`config.mk`:
```
export PLATFORM = sky130hd
export DESIGN_NAME = microservo_pwm
export DESIGN_NICKNAME = d
export VERILOG_FILES = /design/src/rtl/test_microservos.sv
export SDC_FILE = /design/constraint.sdc
export NUM_CORES = 1
export LEC_CHECK = 0
export CORE_MARGIN = 2
export CORE_UTILIZATION = 35
export DETAILED_ROUTE_END_ITERATION = 12
export HOLD_SLACK_MARGIN = 0.06
export PLACE_DENSITY = 0.59
export SYNTH_ARGS = -nofsm -noshare
export SYNTH_HDL_FRONTEND = slang
export SYNTH_SLANG_ARGS = --single-unit
```
`constraint.sdc`:
```
create_clock -name clk -period 9.7 [get_ports clk]
set_input_delay 2.425 -clock clk [delete_from_list [all_inputs] [get_ports clk]]
set_output_delay 2.425 -clock clk [all_outputs]
set_load 0.02 [all_outputs]
```
`src/rtl/test_microservos.sv`:
```
// Self-running microservo tester: a triangle sweep ramps an 8-bit duty 0->255->0,
// and a period-latched PWM generator (instance P0) drives the servo pin.

module microservo_pwm #(
  parameter int unsigned CLK_FREQ_HZ   = 12000000,
  parameter int unsigned PWM_PERIOD_US = 20000
) (
  input  logic       clk,
  input  logic       rst,
  input  logic [7:0] i_duty,
  output logic       o_period_end,
  output logic       o_out
);
  localparam longint unsigned PERIOD_CYC =
    (64'(CLK_FREQ_HZ) / 64'd1000) * 64'(PWM_PERIOD_US) / 64'd1000;
  localparam int CW = (PERIOD_CYC < 2) ? 1 : $clog2(PERIOD_CYC);
  localparam logic [CW-1:0] LAST_CNT = CW'(PERIOD_CYC - 64'd1);
  localparam logic [CW+7:0] PERIOD_W = (CW+8)'(PERIOD_CYC);

  if (PERIOD_CYC < 2) begin : g_bad_period
    $error("microservo_pwm: PWM period must span at least 2 clock cycles");
  end

  logic [CW-1:0] r_cnt;
  logic [7:0]    r_duty_q;
  logic          r_out;
  logic          w_period_start;
  logic [7:0]    w_duty_eff;
  logic [CW+7:0] w_prod;
  logic [CW-1:0] w_high_cyc;

  assign w_period_start = (r_cnt == '0);
  assign o_period_end   = (r_cnt == LAST_CNT);

  // The compare at cnt==0 must already see the duty being latched on that same
  // clock, otherwise the first cycle of each period would use the stale value.
  assign w_duty_eff = w_period_start ? i_duty : r_duty_q;
  assign w_prod     = (CW+8)'(w_duty_eff) * PERIOD_W;
  assign w_high_cyc = CW'(w_prod >> 8);

  // NOTE: state registers use non-blocking assignments so every flop samples
  // pre-edge values; blocking here would create order-dependent simulation.
  always_ff @(posedge clk) begin
    if (rst) begin
      r_cnt    <= '0;
      r_duty_q <= '0;
      r_out    <= 1'b0;
    end else begin
      r_cnt <= o_period_end ? '0 : r_cnt + CW'(1);
      if (w_period_start) r_duty_q <= i_duty;
      r_out <= (r_cnt < w_high_cyc);
    end
  end

  assign o_out = r_out;
endmodule


```
After elaboration in Yosys (flattened, before gate mapping) --
Index checks and enable logic that the tools add are counted.
Operators by class: add/subtract/negate cells 1, multiply operators 1, $lt $le $gt $ge 1, equal/unequal tests 1, multiplexer cells 1, reduce and logical (&&, ||, !) cells 2
Operators with widths (count):
- $mul 8x11->19 const B | 1
- $add 18x1->18 const B | 1
- $eq 18x18->1 const B | 1
- $logic_not 18->1 | 1
- $lt 18x18->1 | 1
- $mux 8 | 1
- $reduce_or 2->1 | 1
Word-level totals: flip-flop bits (word level) 27, output and inout port bits 2, logic and storage cells 10

Logic depth before layout (Yosys ltp) --
word-level depth 4, mapped depth 28

Worst setup path before layout --
No wires, ideal clock.
kind input-to-reg, start point input port i_duty[3], end point register r_out (netlist: o_out), library setup time 70 ps, arrival 6938 ps, required time 9630 ps, slack 2692 ps, stages on the path 22, buffers on the path 1, cells stage by stage mux2i_1 inv_1 fa_1 inv_1 fa_1 inv_1 fa_1 inv_1 fa_1 inv_1 ha_1 clkbuf_1 a21oi_1 o21a_1 o211ai_1 a21oi_1 xor2_1 ha_1 nor2b_1 o21ai_0 o211ai_1 a21oi_1
On the way: cells in the longest elaborated chain, start to end 3
Ends and longest elaborated chain:
- start, declared | line 10 | input logic [7:0] i_duty,
- $mux 8
- named net w_duty_eff[3] | line 28 | logic [7:0] w_duty_eff;
- $mul 8x11->19 | line 38 | assign w_prod = (CW+8)'(w_duty_eff) * PERIOD_W;
- $lt 18x18->1 | line 51 | r_out <= (r_cnt < w_high_cyc);
- end signal, assigned | line 51
- end, declared | line 26 | logic r_out;
The timed path passes the listed nets, and every way through them passes these cells. A chain may end at the register's enable or synchronous reset.

Worst setup path after layout --
Ends and elaborated chain as after synthesis.

==> impl_metrics.prom <==
# TYPE chip_impl_metric gauge
chip_impl_info{name="status",value="finished clean"} 1
chip_impl_metric{name="power_share_of_the_combinational_group",unit="%"} 81.2
chip_impl_metric{name="internal_power",unit="µW"} 500
chip_impl_metric{name="grt_antenna_before_repair",unit=""} 0
chip_impl_metric{name="synthArstFlopShare",unit="%"} 0
chip_impl_metric{name="post_synth_inst_count",unit=""} 373
chip_impl_metric{name="worst-r2r-cell-count",unit=""} 25
chip_impl_metric{name="layout_min_cycle_time",unit="ns"} 7.51
chip_impl_metric{name="r2r_slack",unit="ns"} 2.89
chip_impl_metric{name="hold_violations_final",unit=""} 0
chip_impl_info{name="worstReg2RegStart",value="r_cnt[12]"} 1
chip_impl_metric{name="post-cts-setup-buffer-count",unit=""} 0
chip_impl_metric{name="ys.warnings.count",unit=""} 0
chip_impl_info{name="timing_worst_setup_path_type",value="in2reg"} 1
chip_impl_metric{name="clk_path_buf_depth",unit=""} 2
chip_impl_info{name="worstSetupStartpointType",value="primary input"} 1
chip_impl_metric{name="seq_power_share",unit="%"} 11.6
chip_impl_info{name="cp_cell_sequence",value="clkdlybuf4s50_1 -> mux2i_1 -> inv_1 -> fa_1 -> inv_1 -> fa_1 -> inv_1 -> fa_1 -> inv_1 -> fa_1 -> inv_1 -> ha_1 -> nand2_1 -> o21ai_0 -> a41oi_1 -> o21ai_0 -> xnor2_1 -> ha_1 -> a21oi_1 -> nor2b_1 -> o21ai_0 -> o211ai_1 -> a21oi_1"} 1
chip_impl_metric{name="netlist_area",unit="µm²"} 3280
chip_impl_metric{name="path_buf_inv",unit=""} 6
chip_impl_metric{name="post_route_cells_drive_above_1_share",unit="%"} 3.68
chip_impl_metric{name="vdd.ir_drop.worst",unit="µV"} 119
chip_impl_metric{name="row_count",unit=""} 35
chip_impl_metric{name="final_weighted_congestion_in_routability_driven_placement",unit=""} 0.822
chip_impl_info{name="most-common-layout-cells",value="67 x ha_1, 51 x inv_1, 37 x nor2_1"} 1
chip_impl_metric{name="max_cap_viol_count",unit=""} 0
chip_impl_metric{name="crit_fanout",unit=""} 7
chip_impl_metric{name="cts_num_sinks",unit=""} 27
chip_impl_info{name="worst_path_most_repeated_cell",value="inv_1"} 1
chip_impl_metric{name="finalCoreUtilization",unit="%"} 38.5
chip_impl_metric{name="num_vias",unit=""} 2447
chip_impl_metric{name="cts.repair.resized",unit=""} 0
chip_impl_metric{name="route.detailed.vias_per_inst",unit=""} 4.98
chip_impl_metric{name="cp_data_required_time",unit="ns"} 9.93
chip_impl_metric{name="power_per_cell_area",unit="nW/µm²"} 292
chip_impl_metric{name="post_cts_hold_buffer_count",unit=""} 0
chip_impl_metric{name="share_of_the_cycle_needed_by_the_critical_path_after_routing",unit="%"} 77.4
chip_impl_metric{name="grt_start_max_net_pins",unit=""} 18
chip_impl_info{name="timing.critical_path.max_delay_family",value="adder cells"} 1
chip_impl_metric{name="gr-total-overflow",unit=""} 0
chip_impl_metric{name="cellLeakagePower",unit="nW"} 1.70
chip_impl_metric{name="clock.fmax",unit="MHz"} 133
chip_impl_metric{name="die_w",unit="µm"} 101
chip_impl_metric{name="total_power",unit="mW"} 1.03
chip_impl_metric{name="power_switching_share",unit="%"} 51.4
chip_impl_metric{name="switchingPower",unit="µW"} 528
chip_impl_info{name="cell_taking_the_most_area_after_synthesis",value="ha_1"} 1
chip_impl_metric{name="drt_first_iter_violations",unit=""} 103
chip_impl_metric{name="worst_setup_hold_path_clk_slew",unit="ns"} 0.11
chip_impl_info{name="worst_path_max_delay_cell",value="fa_1"} 1
chip_impl_metric{name="flow.area_growth_from_synthesis",unit="%"} 7.36
chip_impl_info{name="worstReg2RegEnd",value="o_out"} 1
chip_impl_info{name="postSynth.topFlopCell",value="dfxtp_1"} 1
chip_impl_metric{name="hpwlAfterDp",unit="mm"} 5.59
chip_impl_info{name="cts_tree",value="yes"} 1
chip_impl_info{name="synth.top_cells.by_area",value="ha_1 26%, dfxtp_1 16%, fa_1 13%, inv_1 5.8%, xor2_1 4.8%"} 1
chip_impl_metric{name="core_region_area",unit="µm²"} 9150
chip_impl_metric{name="fin_nets",unit=""} 480
chip_impl_metric{name="tot_gr_track_use",unit="%"} 14.7
chip_impl_metric{name="floorplan.initialDensity",unit="%"} 35.9
chip_impl_metric{name="unique_masters_post_synth",unit=""} 45
chip_impl_metric{name="synth_sequential_area_ratio",unit="%"} 16.5
chip_impl_metric{name="worst_skew_pair.late_latency",unit="ns"} 0.29
chip_impl_metric{name="synth_edf_count",unit=""} 0
chip_impl_metric{name="regArea",unit="µm²"} 541
chip_impl_metric{name="routedWlPerCell",unit="µm"} 13.6
chip_impl_metric{name="total_setup_violations_reported_at_the_end_of_the_flow",unit=""} 0
chip_impl_metric{name="maxSlewViolCount",unit=""} 0
chip_impl_metric{name="antenna_left",unit=""} 0
chip_impl_metric{name="avgSynthCellArea",unit="µm²"} 8.80
chip_impl_metric{name="post_synthesis_sequential_element_count",unit=""} 27
chip_impl_metric{name="grt_pass1_vias",unit=""} 2587
chip_impl_info{name="worstSetupEndpointType",value="flip-flop"} 1
chip_impl_metric{name="area_of_combinational_cells_with_multiple_inputs",unit="µm²"} 2490
chip_impl_metric{name="synth_nets",unit=""} 472
chip_impl_metric{name="pin_count",unit=""} 12
chip_impl_metric{name="drt_pre_antenna_iters",unit=""} 4
chip_impl_metric{name="cp_data_arrival_time",unit="ns"} 7.74
chip_impl_info{name="most_common_library_cell_in_the_layout_ignoring_fill_and_taps",value="ha_1"} 1
chip_impl_metric{name="slew_headroom",unit="%"} 49.7
chip_impl_metric{name="port_buffers",unit=""} 11
chip_impl_metric{name="tritoncts.num_buffers",unit=""} 3
chip_impl_metric{name="timing.critical_path.slowest_cell_delay",unit="ns"} 0.56
chip_impl_metric{name="fin_worst_skew",unit="ns"} 0.00370
chip_impl_metric{name="number_of_diodes",unit=""} 0
chip_impl_metric{name="worstMarginPinSlew",unit="ns"} 0.754
chip_impl_metric{name="die_area",unit="µm²"} 10200
chip_impl_metric{name="synth_largest_type_area_fraction",unit="%"} 25.5
chip_impl_info{name="hold_path.startpoint",value="r_cnt[0]"} 1
chip_impl_metric{name="total_routed_length",unit="mm"} 6.69
chip_impl_metric{name="htree_num_levels",unit=""} 1
chip_impl_info{name="setup_repair_after_global_routing_missed_its_margin",value="no"} 1
chip_impl_metric{name="fillers",unit=""} 931
chip_impl_metric{name="die_height",unit="µm"} 101
chip_impl_info{name="whs_endpoint",value="r_cnt[0]"} 1
chip_impl_info{name="clock_root_buffer",value="clkbuf_8"} 1
chip_impl_metric{name="final.setup.tns",unit="ns"} 0
chip_impl_metric{name="min_path_cells",unit=""} 1
chip_impl_metric{name="power_frac_clock",unit="%"} 7.2
chip_impl_metric{name="route.detailed.drc",unit=""} 0
chip_impl_info{name="min-delay-path-class",value="reg2reg"} 1
chip_impl_metric{name="grt_first_pass_wirelength",unit="mm"} 11.9
[worst max path at each step]
| stage | from | end | slack [ns] | cells past startpoint |
|---|---|---|---|---|
| 2_1_floorplan | i_duty[3] | o_out | 2.69 | 22 |
| 3_3_place_gp | i_duty[3] | o_out | 2.04 | 23 |
| 3_5_place_dp | i_duty[3] | o_out | 1.90 | 23 |
| 5_1_grt | i_duty[3] | o_out | 1.75 | 23 |
| 6_report | i_duty[3] | o_out | 2.19 | 23 |
| 4_1_cts | i_duty[3] | o_out | 2.20 | 23 |
[kinds of logic after synthesis]
kind of cell,Yosys count,synth area share (%)
muxes,8,2.74
xor gates and xnor gates,35,9.34
AOI/OAI and AO/OA,56,9.79
and+or+nand+nor,99,15.1
buffers and inverters,59,7.58
adders and majority gates,89,38.9
DFF,27,16.5
[layout make-up]
class                   count  share of cell area, %
well taps                 111                   3.94
inverters                  51                   5.43
clock inverters             1                  0.248
clock buffers               3                   1.17
flip-flops and latches     27                   15.3
multi-input cells         287                   70.7
repair buffers             11                   3.12
[stage by stage]
stage                     worst slack (ns)  cells  instance area, µm²  hold WS (ns)
after floorplan                       2.69    373                3280         0.444
after global placement                2.04    487                3470         0.477
after detailed placement              1.90    487                3470         0.483
after CTS                             2.20    491                3520         0.511
after global routing                  1.75    491                3520         0.556
final                                 2.19    491                3520         0.505
[power groups by stage]
| stage | clock, mW | sequential (mW) | combinational, mW |
|---|---|---|---|
| global route | 0.0817 | 0.120 | 0.970 |
| detailed placement | 0 | 0.122 | 0.829 |
| global placement | 0 | 0.122 | 0.812 |
| CTS | 0.0770 | 0.119 | 0.841 |
| floorplan | 0 | 0.121 | 0.662 |
| finish | 0.0740 | 0.119 | 0.836 |
[flip-flops by register name, summed over array words and instances (netlist names)]
register,flops
o_out,1
r_cnt,18
r_duty_q,8
[worst reg2reg max path: stages, from the launching register on]
cell and delay (ns):
dfxtp_1 0.39, or4_1 0.53, nor2_1 0.12, and4_1 0.69, mux2i_1 0.52, inv_1 0.17
fa_1 0.52, inv_1 0.05, fa_1 0.48, inv_1 0.06, fa_1 0.53, inv_1 0.06
fa_1 0.53, inv_1 0.04, ha_1 0.38, nand2_1 0.10, o21ai_0 0.08, a41oi_1 0.34
o21ai_0 0.17, xnor2_1 0.15, ha_1 0.29, a21oi_1 0.13, nor2b_1 0.06, o21ai_0 0.15
o211ai_1 0.11, a21oi_1 0.11
[synthesized netlist by cell type, drive strengths merged, types with 6 or more instances]
library cell / count
o21ai: 12
dfxtp: 27
nand3: 7
inv: 51
ha: 67
xor2: 18
nand2: 16
nand4: 8
nor2: 39
a21oi: 28
mux2i: 6
xnor2: 17
fa: 22
[metal layers]
| metal | track usage, % | part of all wire, % | vias to the layer above |
|---|---|---|---|
| li1 | - | - | 1279 |
| met1 | 19.9 | 48 | 1127 |
| met2 | 24.8 | 47 | 32 |
| met3 | 2.36 | 3.5 | 9 |
| met4 | 2.85 | 1.7 | 0 |
| met5 | 0 | 0 | - |
No activity file was read; power rests on OpenSTA's default activity.
